### src/rtl/instr_fields_pkg.sv
// Field widths, bit positions and the split-instruction record shared by the
// instruction splitter and its field extractor.
package instr_fields_pkg;

  localparam int OP_W      = 6;
  localparam int REG_W     = 5;
  localparam int IMM_W     = 16;
  localparam int SHAMT_W   = 5;
  localparam int FUNCT_W   = 6;
  localparam int JH_W      = 4;
  localparam int JL_W      = 28;
  localparam int TGT_W     = 26;

  localparam int OP_LSB    = 32 - OP_W;
  localparam int RS_LSB    = 21;
  localparam int RT_LSB    = 16;
  localparam int RD_LSB    = 11;
  localparam int SHAMT_LSB = 6;
  localparam int FUNCT_LSB = 0;

  typedef struct packed {
    logic [OP_W-1:0]    opcode;
    logic [REG_W-1:0]   rs;
    logic [REG_W-1:0]   rt;
    logic [REG_W-1:0]   rd;
    logic [SHAMT_W-1:0] shamt;
    logic [FUNCT_W-1:0] funct;
    logic [31:0]        imm;
    logic [JH_W-1:0]    jmp_high;
    logic [JL_W-1:0]    jmp_low;
  } instr_fields_t;

endpackage

### src/rtl/instr_field_extract.sv
// Combinational split of an instruction word and its PC into decoder fields.
// SPLIT_IMM_SIGN_EXT_EN selects sign- instead of zero-extension of imm.
module instr_field_extract
  import instr_fields_pkg::*;
(
  input  logic [31:0]   instr,
  input  logic [31:0]   pc,
  output instr_fields_t fields
);

  logic [31:0] pc_next;

  assign pc_next = pc + 32'd4;

  always_comb begin
    fields          = '0;
    fields.opcode   = instr[OP_LSB +: OP_W];
    fields.rs       = instr[RS_LSB +: REG_W];
    fields.rt       = instr[RT_LSB +: REG_W];
    fields.rd       = instr[RD_LSB +: REG_W];
    fields.shamt    = instr[SHAMT_LSB +: SHAMT_W];
    fields.funct    = instr[FUNCT_LSB +: FUNCT_W];
`ifdef SPLIT_IMM_SIGN_EXT_EN
    fields.imm      = {{(32-IMM_W){instr[IMM_W-1]}}, instr[IMM_W-1:0]};
`else
    fields.imm      = {{(32-IMM_W){1'b0}}, instr[IMM_W-1:0]};
`endif
    fields.jmp_high = pc_next[31:32-JH_W];
    fields.jmp_low  = {instr[TGT_W-1:0], 2'b00};
  end

endmodule

### src/rtl/instr_word_splitter.sv
// Fetch-to-decode stage: splits each accepted word into fields and holds it in a
// MAIN/SKID pair so decode back-pressure never drops a word. Imm extension via SPLIT_IMM_SIGN_EXT_EN.
module instr_word_splitter #(
  parameter int OP_W  = 6,
  parameter int REG_W = 5,
  parameter int IMM_W = 16,
  parameter int CNT_W = 16
) (
  input  logic             clk,
  input  logic             rst,
  input  logic             flush,
  input  logic             in_valid,
  output logic             in_ready,
  input  logic [31:0]      in_instr,
  input  logic [31:0]      in_pc,
  output logic             out_valid,
  input  logic             out_ready,
  output logic [OP_W-1:0]  opcode,
  output logic [REG_W-1:0] rs,
  output logic [REG_W-1:0] rt,
  output logic [REG_W-1:0] rd,
  output logic [4:0]       shamt,
  output logic [5:0]       funct,
  output logic [31:0]      imm,
  output logic [3:0]       jmp_high,
  output logic [27:0]      jmp_low,
  output logic [CNT_W-1:0] acc_count
);
  import instr_fields_pkg::*;

  instr_fields_t in_fields;
  instr_fields_t main_q;
  instr_fields_t skid_q;
  logic          main_vld;
  logic          skid_vld;
  logic          accept;
  logic          main_free;

  instr_field_extract u_extract (
    .instr  (in_instr),
    .pc     (in_pc),
    .fields (in_fields)
  );

  // in_ready is purely a function of registered SKID occupancy
  assign in_ready  = ~skid_vld;
  assign accept    = in_valid & in_ready & ~flush;
  assign main_free = ~main_vld | out_ready;

  always_ff @(posedge clk or posedge rst) begin
    if (rst) begin
      main_vld <= 1'b0;
      skid_vld <= 1'b0;
      main_q   <= '0;
      skid_q   <= '0;
    end else if (flush) begin
      main_vld <= 1'b0;
      skid_vld <= 1'b0;
    end else if (main_free) begin
      if (skid_vld) begin
        main_q   <= skid_q;
        main_vld <= 1'b1;
        skid_vld <= 1'b0;
      end else if (accept) begin
        main_q   <= in_fields;
        main_vld <= 1'b1;
      end else begin
        main_vld <= 1'b0;
      end
    end else if (accept) begin
      skid_q   <= in_fields;
      skid_vld <= 1'b1;
    end
  end

  always_ff @(posedge clk or posedge rst) begin
    if (rst)         acc_count <= '0;
    else if (accept) acc_count <= acc_count + 1'b1;
  end

  assign out_valid = main_vld;
  assign opcode    = main_q.opcode;
  assign rs        = main_q.rs;
  assign rt        = main_q.rt;
  assign rd        = main_q.rd;
  assign shamt     = main_q.shamt;
  assign funct     = main_q.funct;
  assign imm       = main_q.imm;
  assign jmp_high  = main_q.jmp_high;
  assign jmp_low   = main_q.jmp_low;

endmodule
### config.mk
export PLATFORM = sky130hd
export DESIGN_NAME = instr_word_splitter
export DESIGN_NICKNAME = d
export VERILOG_FILES = /design/src/rtl/instr_fields_pkg.sv /design/src/rtl/instr_field_extract.sv /design/src/rtl/instr_word_splitter.sv
export SDC_FILE = /design/constraint.sdc
export NUM_CORES = 1
export LEC_CHECK = 0
export BUFFER_PORTS_ARGS = -buffer_cell sky130_fd_sc_hd__buf_2
export CAP_MARGIN = 20
export CORE_MARGIN = 2
export CORE_UTILIZATION = 52
export CTS_CLUSTER_SIZE = 30
export DETAILED_ROUTE_END_ITERATION = 16
export PLACE_DENSITY = 0.91
export SLEW_MARGIN = 20
export SYNTH_ARGS = -nofsm -noshare
export SYNTH_HDL_FRONTEND = slang
export SYNTH_SLANG_ARGS = --single-unit
### constraint.sdc
create_clock -name clk -period 8.2 [get_ports clk]
set_input_delay 2.46 -clock clk [delete_from_list [all_inputs] [get_ports clk]]
set_output_delay 2.46 -clock clk [all_outputs]
set_load 0.005 [all_outputs]
==> Flow_metrics.wiki <==
{| class="wikitable"
! Metric !! Value
|-
| Status || completed
|-
| Critical Setup Path Class || in2reg
|-
| Maximum clock insertion buffer count || 2
|-
| Number of pins exceeding their max-slew limit in the final report || 0
|-
| Final routed wire length divided by cell count || 13.83 um
|-
| Clock tree root buffer cell || sky130_fd_sc_hd__clkbuf_8
|-
| Count of port buffers added during placement || 162
|-
| Layout cells sized above 1 || 37.08%
|-
| Detailed-router iteration count before antenna repair || 4
|-
| Worst-Skew Late Latency || 0.34 ns
|-
| Full die area || 0.009074 sq mm
|-
| Hold path cells || 1
|-
| EDFF count, synth || 0
|-
| Post-DP HPWL || 6130 um
|-
| Number of nets still failing antenna checks after routing || 0
|-
| Routability-driven placement congestion ratio || 0.7894
|-
| Leading cell types in the layout, fill and taps excluded || sky130_fd_sc_hd__buf_2 (162), sky130_fd_sc_hd__dfrtp_1 (89), sky130_fd_sc_hd__nand2_1 (47)
|-
| Maximum fanout along the worst path || 40
|-
| Worst flop-to-flop path endpoint || skid_q[92]
|-
| Cell area power density || 214.3 mW/mm^2
|-
| Hold path startpoint || acc_count[15]
|-
| Wire length of the first global-routing pass || 13720 um
|-
| Number of gates resized after cts || 0
|-
| Class of the most critical hold timing path || reg2reg
|-
| TritonCTS buffer count || 9
|-
| Tcrit/Tclk final || 48.59%
|-
| Vias in the first global route || 2931
|-
| Largest clock skew in the final design || 0.01360 ns
|-
| Total grt overflow || 0
|-
| Total standard cell area after synthesis || 0.004330 sq mm
|-
| Level count of the clock H-tree || 3
|-
| Final worst hold slack || 0.4704 ns
|-
| Number of storage elements in the synthesis netlist || 90
|-
| Synthesized instance count || 388
|-
| Count of warnings emitted by yosys || 0
|-
| Maximum vdd drop || 0.1089 mV
|-
| Netlist cell types || 35
|-
| Required time at the endpoint of the critical path || 8.41 ns
|-
| Per-instance average area after synthesis || 11.16 sq um
|-
| Maximum number of pins on one net before global-route repair || 91
|-
| TritonCTS clock tree || yes
|-
| Max-capacitance violation count || 0
|-
| Number of rows in the core area || 33
|-
| Most common cell after layout, fill and taps aside || sky130_fd_sc_hd__buf_2
|-
| GRT Resource Usage Total || 19.18%
|-
| Final-layout setup total negative slack || 0 ns
|-
| CTS hold repair buffers || 0
|-
| Count of endpoints failing setup in the final report || 0
|-
| Longest individual stage delay on the worst path || 0.63 ns
|-
| Primary FF master, synth || sky130_fd_sc_hd__dfrtp_1
|-
| Area growth from synthesis to final layout || 15.75%
|-
| Number of cells on the worst reg-to-reg path || 4
|-
| Initial antenna violation count || 0
|-
| FMAX || 251.0 MHz
|-
| Starting utilization of the core area || 53.24%
|-
| Clock edge transition at the registers on the reported setup and hold paths || 0.09 ns
|-
| Fraction of synthesis flops using an asynchronous set or reset pin || 100.0%
|-
| Beginning of the worst register-to-register path || skid_vld
|-
| Die height || 95.26 um
|-
| Via density per instance || 5.065
|-
| Crit path launch type || primary input
|-
| CP cell instances || buf_2 > nor3b_4 > nand2_2 > mux2_1
|-
| LEAKAGE || 0.002510 uW
|-
| Tightest slew margin relative to the limit || 36.87%
|-
| Total number of nets in the final design || 573
|-
| Floorplan die width || 95.26 um
|-
| R2R setup slack || 5.66 ns
|-
| Family with the most delay on the worst path || simple AND/OR/NAND/NOR gates
|-
| Worst slew pin tran || 0.9436 ns
|-
| Final period demand of the worst path || 3.985 ns
|-
| Iter 0 DRT Violations || 78
|-
| Sequential-to-total area share from yosys stat || 52.01%
|-
| Post-detailed-route DRC marker count || 0
|-
| Antenna Diode Count || 0
|-
| Total via count in the routed design || 3100
|-
| Arrival time of the worst setup path || 4.20 ns
|-
| Combined buffer and inverter count along the critical path || 1
|-
| Final Routed Wirelength || 8464 um
|-
| Number of inserted filler cells in the final layout || 687
|-
| Kind of end point of the critical path || flop
|-
| Post-CTS Setup Bufs || 0
|-
| Setup repair after global routing missed its margin || false
|-
| Worst hold endpoint || acc_count[15]
|-
| Critical-path top delay cell || sky130_fd_sc_hd__nand2_2
|-
| Fin. Hold Viols || 0
|-
| TritonCTS Sinks || 90
|-
| Area of the placeable core || 0.008134 sq mm
|-
| Ports placed on the boundary || 183
|}
layout make-up:
class	instances	area, sq um	area share, %
Clock inverter	6	43.79	0.8737
Multi-Input combinational cell	236	1622	32.35
Inverter	2	8.758	0.1747
Timing Repair Buffer	164	829.5	16.55
Tap cell	105	131.4	2.621
Clock buffer	9	123.9	2.471
Sequential cell	90	2253	44.96
worst max-delay path by stage:
| stage | start | endpoint | slack [ns] | depth (start not counted) |
|---|---|---|---|---|
| 2_1_floorplan | rst | acc_count[0] | 3.40 | 1 |
| 3_3_place_gp | flush | skid_q[70] | 3.92 | 4 |
| 3_5_place_dp | flush | skid_q[92] | 3.86 | 4 |
| 4_1_cts | flush | skid_q[92] | 4.23 | 4 |
| 5_1_grt | flush | skid_q[91] | 4.12 | 4 |
| 6_report | flush | skid_q[92] | 4.22 | 4 |
per-stage QoR:
stage	total power [uW]	utilization, %	cells	instance area [sq um]	setup slack, ns
final	1074	61.62	612	5012	4.215
after floorplan	749.7	-	405	4394	3.405
after detailed placement	825.2	59.51	597	4841	3.855
after CTS	1091	61.58	612	5009	4.226
after global placement	804.4	59.47	597	4837	3.925
after global routing	1146	61.62	612	5012	4.117
routing by layer:
metal,vias to the layer above,routed length [um],GRT usage [%]
met5,-,0,0
met4,0,89,6.643
met3,8,530,3.083
met2,128,4443,34.10
met1,1487,3400,23.59
li1,1477,-,-
worst register-to-register path, cell delays in order (launching register included):
cell and delay, ns:
sky130_fd_sc_hd__dfrtp_2 0.41, sky130_fd_sc_hd__buf_4 0.32, sky130_fd_sc_hd__nor3b_4 0.47, sky130_fd_sc_hd__nand2_2 0.63, sky130_fd_sc_hd__mux2_1 0.58
registers in the layout, summed over array words and instances (netlist names):
signal     count
skid_q        36
rd             4
imm            2
out_valid      1
jmp_high       4
rt             4
rs             4
opcode         6
skid_vld       1
acc_count     16
funct          5
shamt          4
jmp_low        3
synth_stat cells, drive strengths merged (2+ instances only):
cell type  instances  area, sq um
nand2             48        180.2
mux2              33        371.6
nor2b              2        12.51
xnor2              9        78.83
mux2i             32        320.3
nor2               5        18.77
nor3               4        25.02
and3               3        18.77
inv                2        7.510
nand4             10        62.56
nor3b              2        26.28
nand3             10        55.05
and4               2        17.52
dfrtp             90         2252
clkbuf            11        41.29
xor2               9        78.83
o21ai             38        190.2
o311ai             3        26.28
buf               66        479.2
power breakdown:
group          total, uW  switching, uW  internal (uW)  leakage (uW)
Clock                263            154            110     0.0000854
Combinational        220            103            116       0.00130
Sequential           591           60.8            530       0.00113
Total               1070            318            756       0.00251
logic make-up after synthesis:
kind of cell,count (synthesis),share of synthesized area [%]
flip-flops,90,52.01
adder cells (fa/ha/maj),1,0.2889
AO/OA/AOI/OAI,43,5.287
multiplexers,65,15.98
other,1,0.08660
buffers and inverters,79,12.19
XOR/XNOR,18,3.641
AND/OR/NAND/NOR,91,10.52
Note: power is estimated with default switching activity, not from simulation.
